$ cat src/rtl/sequential_divider_pkg.sv
// ---------------------------------------------------------------------------
// sequential_divider_pkg : shared state encoding and default operand width
// Revision 1.0
// ---------------------------------------------------------------------------
`default_nettype none

package sequential_divider_pkg;

  localparam int DEFAULT_WIDTH = 4;

  typedef enum logic [1:0] {
    IDLE = 2'd0,
    CALC = 2'd1,
    DONE = 2'd2
  } state_t;

endpackage

`default_nettype wire

$ cat src/rtl/sequential_divider_subtractor.sv
// ---------------------------------------------------------------------------
// ripple_subtractor : combinational a_i - b_i built from a borrow chain
// Revision 1.0
// ---------------------------------------------------------------------------
`default_nettype none

module ripple_subtractor #(
  parameter int WIDTH = 5
) (
  input  logic [WIDTH-1:0] a_i,
  input  logic [WIDTH-1:0] b_i,
  output logic [WIDTH-1:0] diff_o,
  output logic             borrow_o
);

  logic [WIDTH:0] borrow;

  assign borrow[0] = 1'b0;

  // Full-subtractor cell: mirror of the full-adder with borrow in place of carry
  generate
    for (genvar i = 0; i < WIDTH; i++) begin : g_cell
      assign diff_o[i]   = a_i[i] ^ b_i[i] ^ borrow[i];
      assign borrow[i+1] = (~a_i[i] & b_i[i]) | (~(a_i[i] ^ b_i[i]) & borrow[i]);
    end
  endgenerate

  assign borrow_o = borrow[WIDTH];

endmodule

`default_nettype wire

$ cat src/rtl/sequential_divider.sv
// ---------------------------------------------------------------------------
// sequential_divider : restoring divider, one quotient bit per clock
// Revision 1.0
// ---------------------------------------------------------------------------
`default_nettype none

module sequential_divider
  import sequential_divider_pkg::*;
#(
  parameter int WIDTH = DEFAULT_WIDTH
) (
  input  logic             i_clk,
  input  logic             i_reset_n,
  input  logic             i_Start,
  input  logic [WIDTH-1:0] i_A,
  input  logic [WIDTH-1:0] i_B,
  output logic [WIDTH-1:0] o_Quotient,
  output logic [WIDTH-1:0] o_Remainder,
  output logic             o_Busy,
  output logic             o_Done,
  output logic             o_DivByZero
);

  localparam int CW = (WIDTH > 2) ? $clog2(WIDTH) : 1;

  state_t           state_q;
  logic [WIDTH-1:0] quot_q;
  logic [WIDTH-1:0] quot_d;
  logic [WIDTH:0]   rem_q;
  logic [WIDTH:0]   rem_d;
  logic [WIDTH-1:0] div_q;
  logic [CW-1:0]    cnt_q;
  logic             dbz_q;

  logic [WIDTH:0]   shift_rem;
  logic [WIDTH:0]   trial;
  logic             trial_borrow;
  logic             unused_rem_msb;

  // After a restore the partial remainder is below the divisor, so its MSB is always zero
  assign shift_rem      = {rem_q[WIDTH-1:0], quot_q[WIDTH-1]};
  assign unused_rem_msb = rem_q[WIDTH];

  ripple_subtractor #(
    .WIDTH (WIDTH + 1)
  ) u_trial_sub (
    .a_i      (shift_rem),
    .b_i      ({1'b0, div_q}),
    .diff_o   (trial),
    .borrow_o (trial_borrow)
  );

  always_comb begin
    rem_d  = trial_borrow ? shift_rem : trial;
    quot_d = {quot_q[WIDTH-2:0], ~trial_borrow};
  end

  always_ff @(posedge i_clk or negedge i_reset_n) begin
    if (!i_reset_n) begin
      state_q <= IDLE;
      quot_q  <= '0;
      rem_q   <= '0;
      div_q   <= '0;
      cnt_q   <= '0;
      dbz_q   <= 1'b0;
    end else begin
      case (state_q)
        IDLE: begin
          if (i_Start) begin
            if (i_B == '0) begin
              quot_q  <= '1;
              rem_q   <= {1'b0, i_A};
              dbz_q   <= 1'b1;
              state_q <= DONE;
            end else begin
              quot_q  <= i_A;
              div_q   <= i_B;
              rem_q   <= '0;
              cnt_q   <= '0;
              dbz_q   <= 1'b0;
              state_q <= CALC;
            end
          end
        end
        CALC: begin
          quot_q <= quot_d;
          rem_q  <= rem_d;
          cnt_q  <= cnt_q + CW'(1);
          if (cnt_q == CW'(WIDTH - 1)) begin
            state_q <= DONE;
          end
        end
        DONE: begin
          state_q <= IDLE;
        end
        default: begin
          state_q <= IDLE;
        end
      endcase
    end
  end

  assign o_Quotient  = quot_q;
  assign o_Remainder = rem_q[WIDTH-1:0];
  assign o_Busy      = (state_q != IDLE);
  assign o_Done      = (state_q == DONE);
  assign o_DivByZero = dbz_q;

endmodule

`default_nettype wire

$ cat config.mk
export PLATFORM = sky130hd
export DESIGN_NAME = sequential_divider
export DESIGN_NICKNAME = d
export VERILOG_FILES = /design/src/rtl/sequential_divider_pkg.sv /design/src/rtl/sequential_divider_subtractor.sv /design/src/rtl/sequential_divider.sv
export SDC_FILE = /design/constraint.sdc
export NUM_CORES = 1
export LEC_CHECK = 0
export CORE_ASPECT_RATIO = 1.75
export CORE_MARGIN = 4
export CORE_UTILIZATION = 34
export DETAILED_ROUTE_END_ITERATION = 12
export PLACE_DENSITY = 0.6
export SYNTH_ARGS = -nofsm -noshare
export SYNTH_HDL_FRONTEND = slang
export SYNTH_SLANG_ARGS = --single-unit
export TNS_END_PERCENT = 5
$ cat constraint.sdc
create_clock -name i_clk -period 3.85 [get_ports i_clk]
set_input_delay 0.5775 -clock i_clk [delete_from_list [all_inputs] [get_ports i_clk]]
set_output_delay 0.5775 -clock i_clk [all_outputs]
set_load 0.01 [all_outputs]
Word level (Yosys, flattened, before mapping)
Cells that the tools add are included.

Register bits after elaboration: 17. Output and inout port bits: 11.

Add/sub/neg operators: 1. Eq/ne operators: 6. Muxes and demuxes: 15. Bitwise logic cells: 28. Reduce and logical (&&, ||, !) cells: 9.

Operators by type and width (number): 4-bit two-way mux (5); 4-bit case mux with 2 select lines (2); 2-bit two-way mux (5); 1-bit NOT (10); 1-bit AND (8); 2-bit case mux with 2 select lines (2); 1-bit bitwise XOR (7); 2-bit inequality test, second input constant (3); 2-bit AND reduction (3); 3-bit AND reduction (2); 2-bit equality test, second input constant (2); 4-bit zero test (1); 2-bit nonzero test (2); 1-bit bitwise OR (3); 2-bit by 1-bit adder with 2-bit output, second input constant (1); 2-bit by 1-bit equality test with 1-bit output, second input constant (1); 2-bit zero test (1); 1-bit two-way mux (1).

Depth between registers and ports, before layout
Gate-level depths: netlist of the first run.

Depth after elaboration: 11. Depth in mapped cells: 8. Gate-level depth less buffers: 8.

Cells and area by module
From an unflattened synthesis of the first run, not the netlist that was laid out.

Cell total of the unflattened synthesis: 97. Area, all modules: 1062.3 µm².

By module, submodules not included: sequential_divider (times used 1, cells each 80, area an instance 924.6 µm²); ripple_subtractor (times used 1, cells each 17, area an instance 137.6 µm²).

Worst setup path after synthesis of the first run
OpenSTA, ideal clock, no wires.

Path type: register to register. From: register quot_q[3], in the netlist o_Quotient[3]. To: register rem_q[3]. Setup time: 0.082 ns. Arrival: 2.360 ns. Data required time: 3.768 ns. Path slack: 1.408 ns. Stages on the path, launching flop included: 9. Buffers on the path: 0. Clock period less this slack: 2.442 ns. Cells stage by stage: dfrtp_1 -> inv_1 -> ha_1 -> fa_1 -> fa_1 -> fa_1 -> nor3b_1 -> a211o_1 -> a31oi_1.

Longest elaborated chain between the ends: 11.

RTL lines: start: declaration (RTL line sequential_divider.sv:27) `logic [WIDTH-1:0] quot_q;`; start signal: assignment (RTL line sequential_divider.sv:76) `quot_q <= i_A;`; start signal: assignment (RTL line sequential_divider.sv:86) `quot_q <= quot_d;`; 1-bit NOT * (RTL line sequential_divider_subtractor.sv:24) `assign borrow[i+1] = (~a_i[i] & b_i[i]) | (~(a_i[i] ^ b_i[i]) & borrow[i]);`; 1-bit AND * (2 in series) (RTL line sequential_divider_subtractor.sv:24); 1-bit bitwise OR * (RTL line sequential_divider_subtractor.sv:24); 1-bit AND * (RTL line sequential_divider_subtractor.sv:24); 1-bit bitwise OR * (RTL line sequential_divider_subtractor.sv:24); 1-bit AND (RTL line sequential_divider_subtractor.sv:24); 1-bit bitwise OR (RTL line sequential_divider_subtractor.sv:24); 1-bit AND (RTL line sequential_divider_subtractor.sv:24); 4-bit two-way mux * (RTL line sequential_divider.sv:54) `rem_d = trial_borrow ? shift_rem : trial;`; 4-bit case mux with 2 select lines * (RTL line sequential_divider.sv:67) `case (state_q)`; end signal: assignment (RTL line sequential_divider.sv:72) `rem_q <= {1'b0, i_A};`; end signal: assignment (RTL line sequential_divider.sv:87) `rem_q <= rem_d;`; end: declaration (RTL line sequential_divider.sv:29) `logic [WIDTH:0] rem_q;`.

Every way passes the cells marked *; elsewhere a longest branch is shown, timed or not. A chain may end at the register's enable or synchronous reset.

Worst setup path after layout of the first run
Ends and elaborated chain as after synthesis.

==> flow_summary_export.csv, run 1 <==
group,metric,value,unit
logic_synthesis,yosysTopAreaCellShare,45.09,%
logic_synthesis,yosys-top-cells-count,"dfrtp_1, nand2_1, nor2_1, inv_1",
cts,cts.clk_slew.worst_paths,0.07,ns
logic_synthesis,yosysUniqueCellTypes,28,
logic_synthesis,synthMostInstantiatedCell,"dfrtp_1",
grt,antenna_found_initial,0,
detailed_routing,routed_via_density,5.372,
sta,hold_violations,0,
pwr,p_leak,0.5002,nW
detailed_routing,routed.top_layer,"met4",
sta,worst_slack,1.281,ns
worst_setup_path,cp.required,4.03,ns
logic_synthesis,synth_fp_nets,105,
pwr,power.total,1.077,mW
pwr,irDropWorstVdd,0.3633,mV
worst_setup_path,end_kind,"flop",
finish,drive_gt1_share,8.182,%
logic_synthesis,synth_seq_cells,17,
floorplan,initial_utilization,35.07,%
cts,cts-root-buf,"clkbuf_8",
detailed_routing,avgRoutedWirePerCell,16.15,um
finish,ff_latch_area,425.4,sq um
worst_setup_path,critPathKind,"reg2reg",
cts,holdBufCountCts,0,
logic_synthesis,ys_top_cells_by_area,"dfrtp_1, fa_1, nand2_1",
cts,cts_buffer_depth,2,
sta,slew_headroom,47.65,%
sta,finClkSkew,0.001533,ns
cts,htree_levels,1,
cts,cts_setup_buffers,0,
place,post-place-ws,1.313,ns
worst_setup_path,cp-startpoint,"o_Quotient[3]$_DFFE_PN0P_",
grt,grt.total_usage,14.17,%
flow_run,cap_violations,0,
floorplan,ios,22,
worst_setup_path,r2r_start,"o_Quotient[3]$_DFFE_PN0P_",
finish,fillCellCount,273,
grt,grt_pass1_vias,780,
finish,diodes,0,
detailed_routing,met3_length,66,um
logic_synthesis,synth_area,943.4,sq um
cts,ctsResizeCount,0,
logic_synthesis,ys_seq_area_share,45.09,%
sta,min_period,2.569,ns
place,hpwlAfterDp,1717,um
logic_synthesis,synth-async-reset-ratio,100.0,%
grt,gr-total-overflow,0,
grt,grt_max_degree,19,
sta,drv_slew,0,
sta,setup_violations,0,
detailed_routing,drt-met1-wl,883,um
sta,fin_setup_tns,0,ns
worst_setup_path,cp_max_fo,5,
detailed_routing,wl_met2,1224,um
logic_synthesis,synth-edff-count,0,
detailed_routing,drt_iter0_drc,9,
cts,worst_skew_pair.late_latency,0.26,ns
finish,multi_input_area,481.7,sq um
worst_setup_path,crit_arrival,2.75,ns
detailed_routing,wirelength,2212,um
logic_synthesis,syn_avg_cell_area,10.60,sq um
hold_path,hold_class,"reg2reg",
floorplan,coreArea,2690,sq um
logic_synthesis,synth_cells,89,
sta,grt_setup_unrepaired,"no",
logic_synthesis,synth.largest_area_cell,"dfrtp_1",
floorplan,die_h,77.69,um
pwr,power_density,885.3,nW/um^2
detailed_routing,antenna_left,0,
detailed_routing,first_pass_iters,4,
sta,holdWs,0.4880,ns
detailed_routing,num_vias,736,
grt,grt_pass1_wl,3753,um
sta,max_freq,389.2,MHz
floorplan,rows,25,
cts,clock_sinks,17,
floorplan,die_w,47.82,um
finish,area_growth,28.91,%
worst_setup_path,start_kind,"flop",
cts,cts_buffers,3,
place,gp_congestion,0.8253,
logic_synthesis,yosysWarnings,0,
place,io_buffers,21,
sta,worstMarginPinSlew,0.7828,ns
logic_synthesis,ys.flop_type,"dfrtp_1",
floorplan,die_area,3715,sq um
detailed_routing,drcViolationCount,0,
hold_path,hold_start,"cnt_q[0]$_DFFE_PN0P_",
run_status,status,"completed",
sta,post-route-period-util,66.73,%
cts,cts_tree,"yes",
finish,num-nets-final,127,
## metal layers
layer,GRT usage [%],vias up
met2,22.81,16
met3,2.088,4
met5,0,-
met1,17.57,355
li1,-,361
met4,6.469,0
## layout make-up
type | instances | share of cell area (%)
timing repair buffer | 21 | 17.28
clock buffer | 3 | 3.395
clock inverter | 1 | 0.4115
multi-input combinational | 63 | 39.61
tap | 27 | 2.778
sequential | 17 | 34.98
inverter | 5 | 1.543
## registers in the layout, indices dropped and copies added (netlist names)
register / count
div_q: 4
o_Quotient: 4
rem_q: 4
cnt_q: 2
state_q: 2
o_DivByZero: 1
## critical path: stages (launching register included)
cell and delay (ns):
dfrtp_1 0.39, inv_1 0.06, ha_1 0.20, fa_1 0.40
fa_1 0.41, fa_1 0.45, nor3b_1 0.17, a211o_1 0.27
a31oi_1 0.15
## report_power, final
| part | internal (mW) | switching, mW |
|---|---|---|
| Combinational | 0.303 | 0.288 |
| Sequential | 0.268 | 0.0773 |
| Clock | 0.0720 | 0.0687 |
## final timing paths
| check | to | slack (ns) | cells after the start |
|---|---|---|---|
| max in group asynchronous | div_q[0]$_DFFE_PN0P_ | 2.59 | 1 |
| max | rem_q[3]$_DFFE_PN0P_ | 1.28 | 8 |
| min | cnt_q[0]$_DFFE_PN0P_ | 0.49 | 1 |
| min in group asynchronous | rem_q[3]$_DFFE_PN0P_ | 0.77 | 1 |
| min reg2reg | cnt_q[0]$_DFFE_PN0P_ | 0.49 | 1 |
| max reg2reg | rem_q[3]$_DFFE_PN0P_ | 1.28 | 8 |
## cells in the final DEF (no fill, tap or decap)
cell type and count:
a21oi_1 1, nor2_1 7, clkdlybuf4s50_1 21, inv_1 5
nand3_2 1, nor2b_1 2, nand4_1 3, nand2_1 11
a211o_1 4, a41oi_1 4, mux2_2 1, or4_4 1
a22o_1 1, fa_1 3, a32o_1 1, mux2_1 3
clkinv_2 1, nand3_1 1, nand2b_1 3, ha_1 2
clkbuf_8 3, o211ai_1 3, dfrtp_1 17, nand3b_1 1
a31oi_1 2, nor3b_1 4, nor4_4 1, o21ba_2 1
o21ai_0 2
## kinds of logic (layout without fill, tap and decap cells)
logic type / count (synthesis) / in the layout / synth area share (%)
AND/OR/NAND/NOR: 35 / 35 / 21.49
AO/OA/AOI/OAI: 19 / 19 / 15.78
flip-flops: 17 / 17 / 45.09
buffers and inverters: 9 / 30 / 3.847
adder cells (fa/ha/maj): 5 / 5 / 9.018
multiplexers: 4 / 4 / 4.774
## stage by stage
| stage | util [%] | cell area, sq um | instances |
|---|---|---|---|
| 2_1_floorplan | - | 943.4 | 89 |
| 3_3_place_gp | 43.49 | 1170 | 133 |
| 3_5_place_dp | 43.49 | 1170 | 133 |
| 4_1_cts | 45.21 | 1216 | 137 |
| 5_1_grt | 45.21 | 1216 | 137 |
| 6_report | 45.21 | 1216 | 137 |
No activity file was read; power rests on OpenSTA's default activity.
==> run 2: changes to the inputs <==
==> constraint.sdc (replaced) <==
create_clock -name i_clk -period 2.6 [get_ports i_clk]
set_input_delay 0.39 -clock i_clk [delete_from_list [all_inputs] [get_ports i_clk]]
set_output_delay 0.39 -clock i_clk [all_outputs]
set_load 0.01 [all_outputs]
==> flow_summary_export.csv, run 2 (synthesis results as in run 1) <==
group,metric,value,unit
run_status,status,"completed",
pwr,seqPwrFrac,31.9,%
detailed_routing,antenna_left,0,
pwr,p_clk_share,12.6,%
finish,area_growth,29.05,%
sta,min_period,2.499,ns
floorplan,rows,25,
pwr,netSwitchingPower,0.6419,mW
worst_setup_path,start_kind,"flop",
grt,grt_pass1_wl,3698,um
sta,max_freq,400.2,MHz
grt,grt_max_degree,19,
detailed_routing,routed_via_density,5.445,
detailed_routing,wirelength,2251,um
floorplan,die_area,3715,sq um
finish,fin_area,1217,sq um
worst_setup_path,cp_max_fo,5,
floorplan,ios,22,
finish,num-nets-final,127,
floorplan,initial_utilization,35.07,%
finish,drive_gt1_share,8.182,%
sta,worstMarginPinSlew,0.7918,ns
finish,layout_commonest_cell,"clkdlybuf4s50_1",
place,place_area,1170,sq um
sta,finClkSkew,0.001084,ns
finish,mostFrequentLayoutCells,"clkdlybuf4s50_1, dfrtp_1, nand2_1",
grt,grt_pass1_vias,788,
pwr,power_density,1318,nW/um^2
cts,cts-root-buf,"clkbuf_8",
detailed_routing,drcViolationCount,0,
finish,multi_input_area,484.2,sq um
floorplan,die_h,77.69,um
cts,cts_buffers,3,
sta,drv_slew,0,
detailed_routing,drt_iter0_drc,9,
cts,cts.clk_slew.worst_paths,0.07,ns
detailed_routing,num_vias,746,
worst_setup_path,cp.required,2.78,ns
detailed_routing,first_pass_iters,4,
finish,ff_latch_area,425.4,sq um
sta,slew_headroom,47.05,%
cts,cts_buffer_depth,2,
hold_path,hold_class,"reg2reg",
floorplan,coreArea,2690,sq um
sta,grt_setup_unrepaired,"no",
sta,post-route-period-util,96.11,%
sta,setup_violations,0,
place,gp_congestion,0.8252,
worst_setup_path,end_kind,"flop",
pwr,irDropWorstVdd,0.5813,mV
worst_setup_path,critPathKind,"reg2reg",
cts,worst_skew_pair.late_latency,0.25,ns
finish,diodes,0,
worst_setup_path,crit_arrival,2.68,ns
flow_run,cap_violations,0,
finish,fillCellCount,277,
grt,grt.total_usage,14.08,%
sta,hold_violations,0,
pwr,pwr-share-comb,55.5,%
cts,clock_sinks,17,
floorplan,die_w,47.82,um
place,io_buffers,21,
cts,cts_tree,"yes",
place,hpwlAfterDp,1728,um
pwr,p_leak,0.4968,nW
pwr,p_sw_share,40.00,%
detailed_routing,avgRoutedWirePerCell,16.43,um
sta,fin_setup_tns,0,ns
cts,htree_levels,1,
pwr,p_int,0.9629,mW
grt,gr-total-overflow,0,
grt,antenna_found_initial,0,
==> run 2: area by class of cell <==
class                      count  share of cell area [%]
clock buffer                   4                   3.700
tap                           27                   2.775
timing repair buffer          21                   17.27
multi-input combinational     63                   39.77
sequential                    17                   34.94
inverter                       5                   1.542
==> run 2: per-layer routing <==
layer	GRT usage, %	vias to the layer above	share of wire, %
met1	17.57	356	41
li1	-	363	-
met2	21.22	18	52
met4	8.895	0	3.8
met3	2.320	9	2.8
met5	0	-	0
==> run 2: what timing repair did <==
item / CTS / global route
buffers inserted: 0 / 0
resized for setup: 0 / 1
endpoints found under the setup margin: 0 / 4
hold buffers: 0 / 0
==> run 2: power groups by stage <==
| stage | clock [mW] | combinational [mW] | sequential, mW |
|---|---|---|---|
| CTS | 0.210 | 0.890 | 0.515 |
| global placement | 0 | 0.858 | 0.516 |
| detailed placement | 0 | 0.887 | 0.520 |
| finish | 0.202 | 0.890 | 0.512 |
| global route | 0.219 | 0.995 | 0.532 |
| floorplan | 0 | 0.552 | 0.522 |
==> run 2: through the flow <==
stage          util, %  total power, mW  hold slack (ns)  std cells  setup WS (ns)
2_1_floorplan        -            1.074          0.09441         89         0.1584
3_3_place_gp     43.49            1.374           0.4739        133         0.1481
3_5_place_dp     43.49            1.407           0.4830        133        0.06586
4_1_cts          45.16            1.614           0.4961        137        0.02782
5_1_grt          45.26            1.746           0.5182        137        0.03627
6_report         45.26            1.605           0.4941        137         0.1012
==> run 2: critical path: stages (launching register included) <==
cell and delay [ns]:
dfrtp_1 0.39, inv_1 0.06, ha_1 0.20, fa_1 0.39, fa_1 0.42, fa_2 0.39
nor3b_1 0.15, a211o_1 0.27, a31oi_1 0.15
==> run 2: path summary, 6_finish.rpt <==
check                                           from  cells past startpoint                   end  slack (ns)
hold reg to reg                 cnt_q[0]$_DFFE_PN0P_                      1  cnt_q[0]$_DFFE_PN0P_        0.49
min in group asynchronous                  i_reset_n                      1  rem_q[3]$_DFFE_PN0P_        0.59
max in group asynchronous                  i_reset_n                      1  div_q[0]$_DFFE_PN0P_        1.51
hold / removal                  cnt_q[0]$_DFFE_PN0P_                      1  cnt_q[0]$_DFFE_PN0P_        0.49
setup reg to reg           o_Quotient[3]$_DFFE_PN0P_                      8  rem_q[3]$_DFFE_PN0P_        0.10
setup / recovery           o_Quotient[3]$_DFFE_PN0P_                      8  rem_q[3]$_DFFE_PN0P_        0.10
